$ cat config.mk
export PLATFORM = sky130hd
export DESIGN_NAME = ppu_vram_arbiter
export DESIGN_NICKNAME = d
export VERILOG_FILES = /design/src/rtl/ppu_pkg.sv /design/src/rtl/ppu_cpu_addr_latch.sv /design/src/rtl/ppu_vram_arbiter.sv
export SDC_FILE = /design/constraint.sdc
export NUM_CORES = 1
export LEC_CHECK = 0
export ABC_AREA = 1
export CORE_UTILIZATION = 38
export CTS_CLUSTER_DIAMETER = 120
export DETAILED_ROUTE_END_ITERATION = 6
export PLACE_DENSITY = 0.85
export SETUP_SLACK_MARGIN = 0.15
export SLEW_MARGIN = 40
export SYNTH_ARGS = -nofsm -noshare
export SYNTH_HDL_FRONTEND = slang
export SYNTH_HIERARCHICAL = 1
export SYNTH_SLANG_ARGS = --single-unit
$ cat constraint.sdc
create_clock -name clk -period 1.5 [get_ports clk]
set_input_delay 0.3 -clock clk [delete_from_list [all_inputs] [get_ports clk]]
set_output_delay 0.3 -clock clk [all_outputs]
set_load 0.005 [all_outputs]
$ cat src/rtl/ppu_pkg.sv
// ppu_pkg
// Shared definitions for the PPU VRAM arbiter slice.
//   state_t            : arbiter FSM state encodings (S_IDLE..S_CPU_RD_CAP)
//   DEFAULT_ADDR_MASK  : default 14-bit VRAM address space mask
//   INC_SMALL/INC_LARGE: $2007 auto-increment step sizes (1 and 32)
package ppu_pkg;

  typedef enum logic [1:0] {
    S_IDLE       = 2'd0,
    S_CPU_WR     = 2'd1,
    S_CPU_RD     = 2'd2,
    S_CPU_RD_CAP = 2'd3
  } state_t;

  localparam logic [15:0] DEFAULT_ADDR_MASK = 16'h3FFF;
  localparam logic [15:0] INC_SMALL         = 16'd1;
  localparam logic [15:0] INC_LARGE         = 16'd32;

  // Next CPU VRAM address after a $2007 access.
  function automatic logic [15:0] next_vaddr(input logic [15:0] vaddr,
                                             input logic        big,
                                             input logic [15:0] inc_big,
                                             input logic [15:0] mask);
    return (vaddr + (big ? inc_big : INC_SMALL)) & mask;
  endfunction

endpackage

$ cat src/rtl/ppu_cpu_addr_latch.sv
// ppu_cpu_addr_latch
// CPU-side VRAM address register: $2006 two-write toggle, $2002 toggle clear
// and the $2007 auto-increment with wrap.
// Ports:
//   clk, rst        : clock, asynchronous active-low reset
//   addr_wr         : accepted $2006 write (already arbitrated by the parent)
//   status_rd       : $2002 read, clears the write toggle
//   wdata [7:0]     : $2006 write byte
//   inc_big_sel     : select the large increment step
//   advance         : step the address after a completed $2007 access
//   vaddr [15:0]    : current CPU VRAM address
//   w               : current write toggle (1 = next $2006 write is the low byte)
module ppu_cpu_addr_latch
  import ppu_pkg::*;
#(
  parameter logic [15:0] ADDR_MASK = DEFAULT_ADDR_MASK,
  parameter logic [15:0] INC_BIG   = INC_LARGE
) (
  input  logic        clk,
  input  logic        rst,
  input  logic        addr_wr,
  input  logic        status_rd,
  input  logic [7:0]  wdata,
  input  logic        inc_big_sel,
  input  logic        advance,
  output logic [15:0] vaddr,
  output logic        w
);

  logic [15:0] vaddr_reg;
  logic [15:0] vaddr_next;
  logic        w_reg;
  logic        w_next;
  logic        w_eff;

  // A $2002 read in the same cycle as a $2006 write clears the toggle first,
  // so that write is always taken as the high byte.
  assign w_eff = status_rd ? 1'b0 : w_reg;

  always_comb begin
    vaddr_next = vaddr_reg;
    w_next     = w_eff;
    if (addr_wr) begin
      if (!w_eff) begin
        vaddr_next = {2'b00, wdata[5:0], vaddr_reg[7:0]} & ADDR_MASK;
        w_next     = 1'b1;
      end else begin
        vaddr_next = {vaddr_reg[15:8], wdata} & ADDR_MASK;
        w_next     = 1'b0;
      end
    end else if (advance) begin
      vaddr_next = next_vaddr(vaddr_reg, inc_big_sel, INC_BIG, ADDR_MASK);
    end
  end

  always_ff @(posedge clk or negedge rst) begin
    if (!rst) begin
      vaddr_reg <= 16'h0000;
      w_reg     <= 1'b0;
    end else begin
      vaddr_reg <= vaddr_next;
      w_reg     <= w_next;
    end
  end

  assign vaddr = vaddr_reg;
  assign w     = w_reg;

endmodule

$ cat src/rtl/ppu_vram_arbiter.sv
// ppu_vram_arbiter
// Shares one synchronous-read VRAM between the PPU render path and the CPU
// $2006/$2007 port. The PPU always wins while idle; CPU accesses are queued
// in a one-entry pending slot and, once started, run to completion.
// Ports:
//   clk, rst                      : clock, asynchronous active-low reset
//   ppu_req/ppu_addr/ppu_grant    : PPU read request, address, same-cycle grant
//   cpu_addr_wr/cpu_data_wr/
//   cpu_data_rd/cpu_status_rd     : CPU register strobes ($2006/$2007 W/$2007 R/$2002 R)
//   cpu_wdata                     : CPU write byte
//   ppu_ctrl1                     : bit 2 selects the large $2007 increment
//   cpu_rdata                     : $2007 read buffer
//   cpu_busy                      : CPU VRAM operation pending or in flight
//   cpu_overrun                   : sticky, a CPU strobe was dropped
//   cpu_vaddr                     : CPU VRAM address (visibility)
//   vram_addr/vram_we/
//   vram_data_out/vram_data_in    : VRAM macro interface (read data one cycle late)
module ppu_vram_arbiter
  import ppu_pkg::*;
#(
  parameter logic [15:0] ADDR_MASK = DEFAULT_ADDR_MASK,
  parameter logic [15:0] INC_BIG   = INC_LARGE
) (
  input  logic        clk,
  input  logic        rst,
  input  logic        ppu_req,
  input  logic [15:0] ppu_addr,
  output logic        ppu_grant,
  input  logic        cpu_addr_wr,
  input  logic        cpu_data_wr,
  input  logic        cpu_data_rd,
  input  logic        cpu_status_rd,
  input  logic [7:0]  cpu_wdata,
  input  logic [7:0]  ppu_ctrl1,
  output logic [7:0]  cpu_rdata,
  output logic        cpu_busy,
  output logic        cpu_overrun,
  output logic [15:0] cpu_vaddr,
  output logic [15:0] vram_addr,
  output logic        vram_we,
  output logic [7:0]  vram_data_out,
  input  logic [7:0]  vram_data_in
);

  state_t      state_reg;
  state_t      state_next;
  logic        pend_valid_reg;
  logic        pend_is_rd_reg;
  logic [7:0]  wdata_reg;
  logic [7:0]  rdata_reg;
  logic        overrun_reg;

  logic        acc_rd;
  logic        acc_wr;
  logic        acc_addr;
  logic        any_strobe;
  logic        multi_strobe;
  logic        drop;
  logic        new_pend;
  logic        advance;
  logic        ppu_sel;
  logic        latch_w;
  logic        unused_ctrl_bits;

  // Only the increment-select bit of ppu_ctrl1 matters here.
  assign unused_ctrl_bits = ^{ppu_ctrl1[7:3], ppu_ctrl1[1:0], latch_w};

  // ---------------------------------------------------------------------------
  // Strobe acceptance: nothing is accepted while busy; otherwise only the
  // highest-priority strobe (data_rd > data_wr > addr_wr) goes through.
  // ---------------------------------------------------------------------------
  assign any_strobe   = cpu_addr_wr | cpu_data_wr | cpu_data_rd;
  assign multi_strobe = (cpu_data_rd & cpu_data_wr) |
                        (cpu_data_rd & cpu_addr_wr) |
                        (cpu_data_wr & cpu_addr_wr);
  assign acc_rd   = cpu_data_rd & ~pend_valid_reg;
  assign acc_wr   = cpu_data_wr & ~cpu_data_rd & ~pend_valid_reg;
  assign acc_addr = cpu_addr_wr & ~cpu_data_wr & ~cpu_data_rd & ~pend_valid_reg;
  assign drop     = (pend_valid_reg & any_strobe) | multi_strobe;
  assign new_pend = acc_rd | acc_wr;

  // The address steps once per completed $2007 access.
  assign advance = (state_reg == S_CPU_WR) | (state_reg == S_CPU_RD_CAP);

  ppu_cpu_addr_latch #(
    .ADDR_MASK (ADDR_MASK),
    .INC_BIG   (INC_BIG)
  ) u_addr_latch (
    .clk         (clk),
    .rst         (rst),
    .addr_wr     (acc_addr),
    .status_rd   (cpu_status_rd),
    .wdata       (cpu_wdata),
    .inc_big_sel (ppu_ctrl1[2]),
    .advance     (advance),
    .vaddr       (cpu_vaddr),
    .w           (latch_w)
  );

  // ---------------------------------------------------------------------------
  // FSM: state register
  // ---------------------------------------------------------------------------
  always_ff @(posedge clk or negedge rst) begin
    if (!rst) begin
      state_reg <= S_IDLE;
    end else begin
      state_reg <= state_next;
    end
  end

  // ---------------------------------------------------------------------------
  // FSM: next state. A strobe accepted this cycle may start immediately when
  // the PPU is not asking, which gives the one-cycle strobe-to-access latency.
  // ---------------------------------------------------------------------------
  always_comb begin
    state_next = state_reg;
    case (state_reg)
      S_IDLE: begin
        if (!ppu_req && pend_valid_reg) begin
          state_next = pend_is_rd_reg ? S_CPU_RD : S_CPU_WR;
        end else if (!ppu_req && new_pend) begin
          state_next = acc_rd ? S_CPU_RD : S_CPU_WR;
        end
      end
      S_CPU_WR:     state_next = S_IDLE;
      S_CPU_RD:     state_next = S_CPU_RD_CAP;
      S_CPU_RD_CAP: state_next = S_IDLE;
      default:      state_next = S_IDLE;
    endcase
  end

  // ---------------------------------------------------------------------------
  // FSM: outputs. The PPU path is gated by rst so that grant and address read
  // as zero while reset is held, even if ppu_req is already high.
  // ---------------------------------------------------------------------------
  assign ppu_sel = ppu_req & rst;

  always_comb begin
    ppu_grant = 1'b0;
    vram_addr = cpu_vaddr;
    vram_we   = 1'b0;
    case (state_reg)
      S_IDLE: begin
        ppu_grant = ppu_sel;
        vram_addr = ppu_sel ? ppu_addr : cpu_vaddr;
      end
      S_CPU_WR: begin
        vram_we = 1'b1;
      end
      default: begin
        vram_we = 1'b0;
      end
    endcase
  end

  // ---------------------------------------------------------------------------
  // Pending slot, write byte, read buffer, overrun flag
  // ---------------------------------------------------------------------------
  always_ff @(posedge clk or negedge rst) begin
    if (!rst) begin
      pend_valid_reg <= 1'b0;
      pend_is_rd_reg <= 1'b0;
      wdata_reg      <= 8'h00;
      rdata_reg      <= 8'h00;
      overrun_reg    <= 1'b0;
    end else begin
      if (advance) begin
        pend_valid_reg <= 1'b0;
      end else if (new_pend) begin
        pend_valid_reg <= 1'b1;
        pend_is_rd_reg <= acc_rd;
      end
      if (acc_wr) begin
        wdata_reg <= cpu_wdata;
      end
      if (state_reg == S_CPU_RD_CAP) begin
        rdata_reg <= vram_data_in;
      end
      overrun_reg <= overrun_reg | drop;
    end
  end

  assign vram_data_out = wdata_reg;
  assign cpu_rdata     = rdata_reg;
  assign cpu_busy      = pend_valid_reg;
  assign cpu_overrun   = overrun_reg;

endmodule

## After elaboration in Yosys (flattened, before gate mapping)

Cells that the tools add are included.

| storage, ports and cells | value |
|---|---|
| register bits after elaboration | 38 |
| input bits | 47 |
| output and inout bits | 52 |
| word-level logic and storage cells | 68 |

| cells by class | value |
|---|---|
| $add $sub $neg | 1 |
| equal/unequal tests | 6 |
| mux-type cells | 18 |
| bitwise operators | 23 |
| reductions and logical operators | 10 |

Operators with widths:

| operator | count |
|---|---|
| two-way mux 16 bit | 4 |
| adder 14 bit | 1 |
| two-way mux 14 bit | 1 |
| AND 1 bit | 11 |
| two-way mux 2 bit | 4 |
| OR 1 bit | 8 |
| two-way mux 1 bit | 7 |
| two-way mux 6 bit | 1 |
| one-hot mux 2 bit (3 select lines) | 1 |
| AND reduction 2 bit | 3 |
| == test 2 bit, second input constant | 2 |
| inverter 1 bit | 4 |
| nonzero test 2 bit | 2 |
| != test 3 bit, second input constant | 1 |
| == test 2 x 1 -> 1 bit, second input constant | 1 |
| logical AND 1 bit | 2 |
| logical NOT 2 bit | 1 |
| != test 2 x 1 -> 1 bit, second input constant | 1 |
| != test 2 bit, second input constant | 1 |
| OR reduction 2 bit | 1 |
| logical NOT 1 bit | 1 |

## Depth between registers and ports, before layout

Gate-level depths: netlist of run 1.

| logic depth | value |
|---|---|
| depth after elaboration | 8 |
| mapped depth | 11 |
| gate-level depth less buffers | 11 |

## Hierarchy

The synthesis of run 1 kept the hierarchy.

By module, submodules not included:

| module | times used | cells each | area an instance (sq um) | seq. area each (sq um) |
|---|---|---|---|---|
| ppu_vram_arbiter | 1 | 145 | 1,116.1 | 525.5 |
| ppu_cpu_addr_latch | 1 | 152 | 1,086.0 | 375.4 |

## Worst setup path before layout of run 1

No wires, ideal clock.

| path | value |
|---|---|
| path type | flip-flop to flip-flop |
| start | reg pend_valid_reg (netlist: cpu_busy) |
| end | reg u_addr_latch.vaddr_reg[8] (netlist: u_addr_latch/vaddr[8]) |
| library setup time | 0.128 ns |
| data arrival time | 1.483 ns |
| data required time | 1.372 ns |
| slack | -0.111 ns |
| stages on the path, launching flop included | 9 |
| path buffers | 0 |
| period minus slack after synthesis | 1.611 ns |
| cells stage by stage | dfrtp_1 > nor2_1 > nand2_1 > nor2_1 > inv_2 > nor2_1 > inv_1 > o21ai_0 > a22oi_1 |

| on the way | value |
|---|---|
| cells in the longest elaborated chain, start to end | 4 |

RTL lines:

| element | RTL line | text |
|---|---|---|
| start, declared | ppu_vram_arbiter.sv:47 | `logic pend_valid_reg;` |
| start signal, assigned | ppu_vram_arbiter.sv:161 | `pend_valid_reg <= 1'b0;` |
| start signal, assigned | ppu_vram_arbiter.sv:168 | `pend_valid_reg <= 1'b0;` |
| start signal, assigned | ppu_vram_arbiter.sv:170 | `pend_valid_reg <= 1'b1;` |
| inverter 1 bit * | ppu_vram_arbiter.sv:78 | `assign acc_addr = cpu_addr_wr & ~cpu_data_wr & ~cpu_data_rd & ~pend_valid_reg;` |
| AND 1 bit * | ppu_vram_arbiter.sv:78 |  |
| net acc_addr | ppu_vram_arbiter.sv:55 | `logic acc_addr;` |
| != test 2 bit (no line) / nonzero test 2 bit (equally long branches) | - |  |
| AND reduction 2 bit (no line) | - |  |
| end signal, assigned | ppu_cpu_addr_latch.sv:61 | `vaddr_reg <= vaddr_next;` |
| end, declared | ppu_cpu_addr_latch.sv:30 | `logic [15:0] vaddr_reg;` |

Mark *: on every way through the listed nets, which the timed path passes. The rest lies on a longest branch.
A chain may end at the register's enable or synchronous reset.

## Worst setup path after layout of run 1

| path | value |
|---|---|
| start | reg state_reg[1] |
| end | out vram_addr[1] |

| on the way | value |
|---|---|
| cells in the longest elaborated chain, start to end | 2 |

RTL lines:

| element | RTL line | text |
|---|---|---|
| start, declared | ppu_vram_arbiter.sv:45 | `state_t state_reg;` |
| start signal, assigned | ppu_vram_arbiter.sv:107 | `state_reg <= state_next;` |
| logical NOT 2 bit | ppu_vram_arbiter.sv:142 | `case (state_reg)` |
| two-way mux 16 bit | ppu_vram_arbiter.sv:142 |  |
| end, declared | ppu_vram_arbiter.sv:39 | `output logic [15:0] vram_addr,` |

No other way between the ends.

==> impl_metrics.csv, run 1 <==
group,metric,value,unit
clock_network,htreeDepth,2,
grt,grt_max_degree,37,
clock_network,root_buffer,"clkbuf_8",
clock_network,clk_pin_slew,0.08,ns
worst_hold_path,hold_path_class,"in2async",
yosys,yosys-top-cells-area,"dfrtp_1 (41%), nand2_1 (18%), nand3_1 (5.9%)",
route,ant_nets,0,
grt,grt_use_total,27.72,%
setup_path,crit_family,"buffers and inverters",
die,initial_core_util,39.75,%
route,drc,0,
setup_path,critical_path_class,"reg2out",
route,first_iter_violations,225,
route,drt_first_pass_iters,7,
yosys,yosysWarnings,6,
sta,fin_crit,1.844,ns
route,wl_per_cell,18.24,um
sta,drv_slew,0,
cells_and_area,nets,512,
pwr,leakagePower,2.138,nW
status,outcome,"finished, violations left",
yosys,synth_top_cell_area_share,40.91,%
status,violations,"negative setup slack",
yosys,synth-edff-count,0,
route,m1WireLength,3415,um
clock_network,cts_tree,"built",
yosys,postSynthAreaPerCell,7.415,um^2
sta,fin_crit_sh,122.9,%
yosys,seq_area_frac_synth,40.91,%
sta,finalSetupViolCount,29,
yosys,synth_top_area_cell,"dfrtp_1",
cells_and_area,layout-drive-gt1-share,48.38,%
placed_design,dp_hpwl,5133,um
yosys,synth_area,2202,um^2
sta,skew,0.006145,ns
setup_path,cp_max_fo,8,
setup_path,path_buf_inv,3,
yosys,synthMostInstantiatedCell,"nand2_1",
route,dr_wl_met3,774,um
route,topRoutingLayerUsed,"met4",
route,vias,2894,
cells_and_area,insertedDiodeCount,0,
die,die-area,6104,um^2
yosys,synth_cell_types,32,
die,pin_count,99,
route,viasPerCell,5.409,
pwr,peakVddDrop,1.131,mV
clock_network,max-clock-path-buffers,2,
yosys,synth_common_cells,"nand2_1 (103), dfrtp_1 (36), nor2_1 (29)",
sta,layout_setup_ws,-0.3439,ns
die,die-height,78.13,um
setup_path,max_stage_delay,0.42,ns
yosys,synthArstFlopShare,100.0,%
yosys,ys_ff_latch,36,
placed_design,dpl_cell_area,3430,um^2
sta,grt_setup_unrepaired,"yes",
setup_path,arrival,1.54,ns
pwr,p_per_area,1926,nW/um^2
cells_and_area,postLayoutCellArea,4370,um^2
grt,antenna_found_initial,0,
cells_and_area,largest_register_ffs,14,
sta,max_clock_freq,542.3,MHz
run,drv_cap,0,
sta,hold_violations,0,
clock_network,numClockSinks,36,
cells_and_area,area_growth,98.47,%
yosys,synthFlopType,"dfrtp_1",
setup_path,crit_required,1.20,ns
placed_design,numPortBuffers,89,
setup_path,cpMostUsedCell,"buf_12",
clock_network,cts_hold_buf,0,
clock_network,insertion_delay,0.30,ns
grt,globalRouteOverflowTotal,0,
setup_path,critical_path.cell_chain,"nor2_4 > nand3_4 > buf_12 > buf_12 > nand2_2 > nand2_1 > buf_2",
die,die_x,78.13,um
route,wl_met2,5110,um
grt,grt_first_pass_wirelength,13080,um
cells_and_area,nFillCells,353,
setup_path,cp_slowest_cell,"dfrtp_1",
grt,grt_pass1_vias,2865,
setup_path,end_kind,"output port",
yosys,synthCells,297,
clock_network,cts_buffers,5,
placed_design,gp_congestion,0.8698,
setup_path,start_kind,"flop",
sta,timing.hold.ws,0.1455,ns
route,routed_wl,9761,um
die,core-area,5540,um^2
die,rows,27,
[kinds of logic after synthesis]
group	Yosys count	share of synthesized area (%)
multiplexers	8	4.091
adder cells (fa/ha/maj)	3	1.705
buffers and inverters	36	7.387
XOR/XNOR	2	0.7956
other	1	0.1703
flip-flops	36	40.91
AO/OA/AOI/OAI	36	9.489
AND/OR/NAND/NOR	175	35.45
[layout make-up]
| type | instances | area [um^2] | share of cell area [%] |
|---|---|---|---|
| Clock buffer | 7 | 96.34 | 2.204 |
| Inverter | 28 | 127.6 | 2.920 |
| Clock inverter | 1 | 30.03 | 0.6871 |
| Timing Repair inverter | 2 | 22.52 | 0.5153 |
| Timing Repair Buffer | 163 | 1489 | 34.07 |
| Tap cell | 72 | 90.09 | 2.061 |
| Sequential cell | 36 | 907.1 | 20.76 |
| Multi-Input combinational cell | 226 | 1608 | 36.79 |
[power breakdown]
| group | switching (mW) | internal, mW | total (mW) |
|---|---|---|---|
| registers | 0.283 | 1.42 | 1.71 |
| logic | 2.89 | 2.86 | 5.75 |
| clock network | 0.375 | 0.587 | 0.962 |
| total | 3.55 | 4.87 | 8.42 |
[cell usage in the layout (no fill, tap or decap), types with 6 or more instances in the layout]
master,n
nand2_1,68
buf_6,22
buf_2,17
nand3_1,21
a21oi_2,6
nand2_2,27
nor2_2,7
clkbuf_8,7
dlygate4sd2_1,32
o21ai_2,6
nand2_4,13
nor2_1,13
dfrtp_1,31
clkdlybuf4s50_1,35
nor2_4,13
buf_4,48
inv_1,19
mux2_2,8
[routing by layer]
metal	global-route usage (%)	up-vias
li1	-	1280
met1	29.30	1379
met2	52.81	183
met3	6.977	52
met4	9.444	0
met5	0	-
[worst paths after layout]
kind | startpoint | end | slack [ns] | depth (start not counted)
worst max register to register | u_addr_latch/vaddr[0] | u_addr_latch/vaddr[10] | -0.11 | 9
worst min-delay path | rst | u_addr_latch/vaddr[9] | 0.15 | 2
worst max-delay path | state_reg[1] | vram_addr[1] | -0.34 | 7
worst min register to register | vram_data_out[7] | vram_data_out[7] | 0.48 | 2
max in group asynchronous | rst | u_addr_latch/vaddr[1] | 0.99 | 2
min in group clk | cpu_data_wr | cpu_busy | 0.32 | 3
[per-stage QoR]
step                TNS, ns  util (%)  std cells  total power, mW  worst slack (ns)
floorplan                 0         -        298            3.548           0.09103
global placement     -13.18     61.90        485            5.533           -0.5079
detailed placement   -14.18     61.90        485            5.681           -0.5533
CTS                  -4.609     72.00        526            7.249           -0.3101
global route         -7.009     78.88        535            8.834           -0.3968
finish               -5.491     78.88        535            8.419           -0.3439
[worst reg2reg max path: stages, from the launching register on]
cell      delay, ns
dfrtp_1        0.39
buf_6          0.11
ha_4           0.15
ha_4           0.16
nand3_4        0.12
o21bai_4       0.20
nand2_1        0.10
nand2_1        0.08
nand3_1        0.09
a21oi_1        0.15
[repair_timing]
item | in CTS | in global routing
gates resized for setup | 195 | 78
pin swaps | 44 | 26
buffers inserted | 29 | 9
endpoints found under the setup margin | 64 | 51
gates cloned | 4 | 0
Power figures use the tool's default switching activity.
==> inputs of run 2 (changes only) <==
- CORE_ASPECT_RATIO: unset -> 1.1
- SKIP_LAST_GASP: unset -> 1
- TNS_END_PERCENT: unset -> 30
==> impl_metrics.csv, run 2 (synthesis gave the netlist of run 1 again) <==
group,metric,value,unit
setup_path,critical_path_class,"in2out",
route,routed_wl,7501,um
clock_network,numClockSinks,36,
placed_design,numPortBuffers,89,
die,die-height,81.84,um
pwr,leakagePower,1.881,nW
pwr,p_per_area,1823,nW/um^2
setup_path,cp_max_fo,4,
cells_and_area,area_growth,74.94,%
cells_and_area,final_common_cell,"nand2_1",
cells_and_area,area.sequential,900.9,um^2
cells_and_area,nets,489,
run,drv_cap,0,
route,viasPerCell,4.977,
status,outcome,"finished, violations left",
cells_and_area,nFillCells,431,
cells_and_area,finalNonFillerCells,515,
clock_network,cts_buffers,5,
route,ant_nets,0,
setup_path,start_kind,"input port",
route,vias,2563,
placed_design,gp_congestion,0.8887,
route,wl_per_cell,14.57,um
die,die_x,74.58,um
cells_and_area,post-route-util,70.49,%
clock_network,cts_tree,"built",
sta,fin_crit_sh,123.4,%
status,violations,"negative setup slack",
die,core-area,5465,um^2
sta,hold_violations,0,
pwr,peakVddDrop,1.066,mV
placed_design,dp_hpwl,5050,um
grt,antenna_found_initial,0,
sta,max_clock_freq,540.2,MHz
cells_and_area,final_cell_mix,"nand2_1 (80), clkdlybuf4s50_1 (69), dfrtp_1 (36)",
route,drc,0,
placed_design,dp_cells,487,
setup_path,end_kind,"output port",
route,first_iter_violations,229,
clock_network,clk_pin_slew,0.08,ns
grt,grt_use_total,25.23,%
setup_path,arrival,1.55,ns
setup_path,critPathLaunch,"ppu_req",
sta,fin_crit,1.851,ns
route,drt_first_pass_iters,4,
die,rows,28,
die,die-area,6104,um^2
clock_network,htreeDepth,2,
cells_and_area,insertedDiodeCount,0,
die,pin_count,99,
clock_network,max-clock-path-buffers,2,
cells_and_area,multiInputGateArea,1318,um^2
grt,globalRouteOverflowTotal,0,
die,initial_core_util,40.29,%
clock_network,root_buffer,"clkbuf_8",
setup_path,crit_required,1.20,ns
setup_path,reg2reg_from,"state_reg[0]",
grt,grt_max_degree,37,
sta,skew,0.006943,ns
sta,grt_setup_unrepaired,"yes",
grt,grt_pass1_vias,2556,
clock_network,insertion_delay,0.28,ns
grt,grt_first_pass_wirelength,11560,um
worst_hold_path,hold_path_class,"in2async",
sta,drv_slew,0,
sta,finalSetupViolCount,53,
sta,layout_setup_ws,-0.3512,ns
cells_and_area,largest_register_ffs,14,
cells_and_area,layout-drive-gt1-share,32.95,%
-- run 2: timing repair --
item | 4_1_cts | 5_1_grt
setup buffers | 14 | 4
cloned | 2 | 0
gates resized for setup | 106 | 25
pin swaps | 11 | 9
setup endpoints to repair | 64 | 76
hold buffers | 0 | 0
-- run 2: stage by stage --
stage	setup TNS [ns]	setup slack, ns	hold slack (ns)	power [mW]	cell area [um^2]
2_1_floorplan	0	0.09103	0.004409	3.548	2241
3_3_place_gp	-13.23	-0.5066	0.4531	5.522	3426
3_5_place_dp	-14.52	-0.5487	0.4619	5.687	3426
4_1_cts	-8.373	-0.3563	0.1566	6.666	3716
5_1_grt	-14.08	-0.4270	0.1753	7.530	3852
6_report	-10.64	-0.3512	0.1416	7.024	3852
-- run 2: cell type report --
type | instances | share of cell area [%]
multi-input cells | 226 | 34.20
inverters | 28 | 3.053
clock inverters | 2 | 0.2598
repair inverters | 1 | 0.4222
clock buffers | 6 | 2.144
flip-flops and latches | 36 | 23.38
repair buffers | 141 | 34.10
well taps | 75 | 2.436
-- run 2: path summary, 6_finish.rpt --
kind | cells after the start | endpoint | slack (ns)
worst max-delay path | 9 | vram_addr[1] | -0.35
min in group clk | 2 | vram_data_out[4] | 0.48
worst min-delay path | 2 | cpu_overrun | 0.14
max in group asynchronous | 2 | cpu_rdata[4] | 1.03
worst max register to register | 11 | u_addr_latch/vaddr[2] | -0.32
worst min register to register | 2 | vram_data_out[4] | 0.48
-- run 2: critical path, stage by stage --
cell and delay [ns]:
clkdlybuf4s50_1 0.52, nand3_4 0.11, buf_6 0.14, inv_8 0.04
buf_6 0.10, buf_6 0.12, nand2_2 0.04, nand2_1 0.06
buf_2 0.11
-- run 2: routing by layer --
layer  GRT usage, %  vias to the layer above  share of wire [%]
li1               -                     1229                  -
met1          29.47                     1189                 40
met2          45.68                      131                 50
met3          6.012                       14                8.9
met4          6.792                        0                1.5
met5              0                        -                  0
-- run 2: where the power goes --
| group | internal, mW | switching (mW) |
|---|---|---|
| logic | 2.42 | 2.08 |
| clock network | 0.367 | 0.351 |
| registers | 1.41 | 0.387 |
==> inputs of run 3 (changes only) <==
- CORE_MARGIN: unset -> 4
==> impl_metrics.csv, run 3 (synthesis gave the netlist of run 1 again) <==
group,metric,value,unit
pwr,p_per_area,1855,nW/um^2
clock_network,cts_buffers,5,
worst_hold_path,hold_path_class,"in2async",
setup_path,critical_path.cell_chain,"nor2_4 > nand3_4 > buf_12 > buf_12 > nand2_2 > nand2_1 > buf_2",
setup_path,end_kind,"output port",
route,routed_wl,8326,um
die,core-area,5500,um^2
cells_and_area,largest_register_ffs,14,
sta,timing.hold.ws,0.1244,ns
sta,max_clock_freq,552.0,MHz
sta,fin_crit,1.812,ns
sta,grt_setup_unrepaired,"yes",
cells_and_area,area_growth,77.67,%
cells_and_area,nFillCells,417,
cells_and_area,postLayoutCellArea,3913,um^2
pwr,peakVddDrop,1.024,mV
clock_network,numClockSinks,36,
placed_design,dpl_worst_slack,-0.5452,ns
grt,grt_max_degree,37,
sta,fin_crit_sh,120.8,%
grt,grt_pass1_vias,2623,
grt,grt_use_total,21.85,%
route,viasPerCell,5.144,
route,drc,0,
setup_path,cpMostUsedCell,"buf_12",
clock_network,clk_pin_slew,0.07,ns
grt,globalRouteOverflowTotal,0,
route,drt_first_pass_iters,5,
clock_network,root_buffer,"clkbuf_8",
die,rows,28,
status,violations,"negative setup slack",
setup_path,crit_family,"buffers and inverters",
run,drv_cap,0,
pwr,leakagePower,1.883,nW
route,vias,2639,
placed_design,gp_congestion,0.8393,
clock_network,insertion_delay,0.29,ns
setup_path,ff2ff_setup_slack,-0.04,ns
cells_and_area,layout-drive-gt1-share,35.16,%
setup_path,crit_required,1.20,ns
sta,skew,0.003371,ns
cells_and_area,final_cell_mix,"nand2_1 (78), clkdlybuf4s50_1 (66), buf_4 (36)",
grt,grt_first_pass_wirelength,12040,um
cells_and_area,nets,488,
cells_and_area,final_common_cell,"nand2_1",
sta,drv_slew,0,
setup_path,critical_path_class,"reg2out",
sta,finalSetupViolCount,37,
sta,hold_violations,0,
die,die_x,80.58,um
clock_network,cts_hold_buf,0,
clock_network,cts_tree,"built",
die,initial_core_util,40.04,%
setup_path,cp_max_fo,8,
sta,layout_setup_ws,-0.3117,ns
grt,antenna_found_initial,0,
clock_network,max-clock-path-buffers,2,
cells_and_area,insertedDiodeCount,0,
setup_path,cp_slowest_cell,"dfrtp_1",
route,ant_nets,0,
route,first_iter_violations,254,
clock_network,htreeDepth,2,
setup_path,start_kind,"flop",
placed_design,dpl_cell_area,3441,um^2
die,die-area,7078,um^2
setup_path,arrival,1.51,ns
placed_design,dp_hpwl,5275,um
setup_path,max_stage_delay,0.43,ns
die,die-height,87.84,um
die,pin_count,99,
pwr,power,7.259,mW
status,outcome,"finished, violations left",
placed_design,numPortBuffers,89,
route,wl_per_cell,16.23,um
setup_path,path_buf_inv,3,
## run 3: cell type report
cell class,instances,area (um^2),area share (%)
well taps,75,93.84,2.398
repair inverters,2,17.52,0.4477
flip-flops and latches,36,902.1,23.06
multi-input cells,226,1406,35.95
inverters,28,117.6,3.006
repair buffers,139,1279,32.68
clock buffers,7,96.34,2.462
## run 3: timing repair
action | 4_1_cts | 5_1_grt
pin swaps | 19 | 16
cloned | 3 | 1
setup endpoints to repair | 64 | 73
setup buffers | 8 | 5
gates resized for setup | 101 | 50
## run 3: per-stage QoR
step,cells,TNS [ns],util (%)
after global routing,513,-8.404,71.13
after global placement,489,-13.24,62.56
after CTS,507,-5.596,66.61
after floorplan,298,0,-
final,513,-5.725,71.13
after detailed placement,489,-14.40,62.56
## run 3: layer usage
metal  part of all wire (%)  track usage [%]
met1                     36            23.63
met2                     50            39.38
met5                      0                0
met4                    3.7            6.605
met3                     10            8.436
## run 3: where the power goes
part / internal (mW) / switching [mW] / total (mW)
combinational: 2.45 / 2.25 / 4.70
sequential: 1.42 / 0.392 / 1.81
clock: 0.409 / 0.339 / 0.748
total: 4.28 / 2.98 / 7.26
## run 3: path summary, 6_finish.rpt
kind                                        from  depth (start not counted)                     to
hold / removal                               rst                          2            cpu_overrun
setup reg to reg           u_addr_latch/vaddr[5]                          9  u_addr_latch/vaddr[9]
setup / recovery                    state_reg[0]                          7           vram_addr[1]
hold reg to reg                 vram_data_out[0]                          2       vram_data_out[0]
max in group asynchronous                    rst                          2  u_addr_latch/vaddr[1]
min in group clk                vram_data_out[0]                          2       vram_data_out[0]
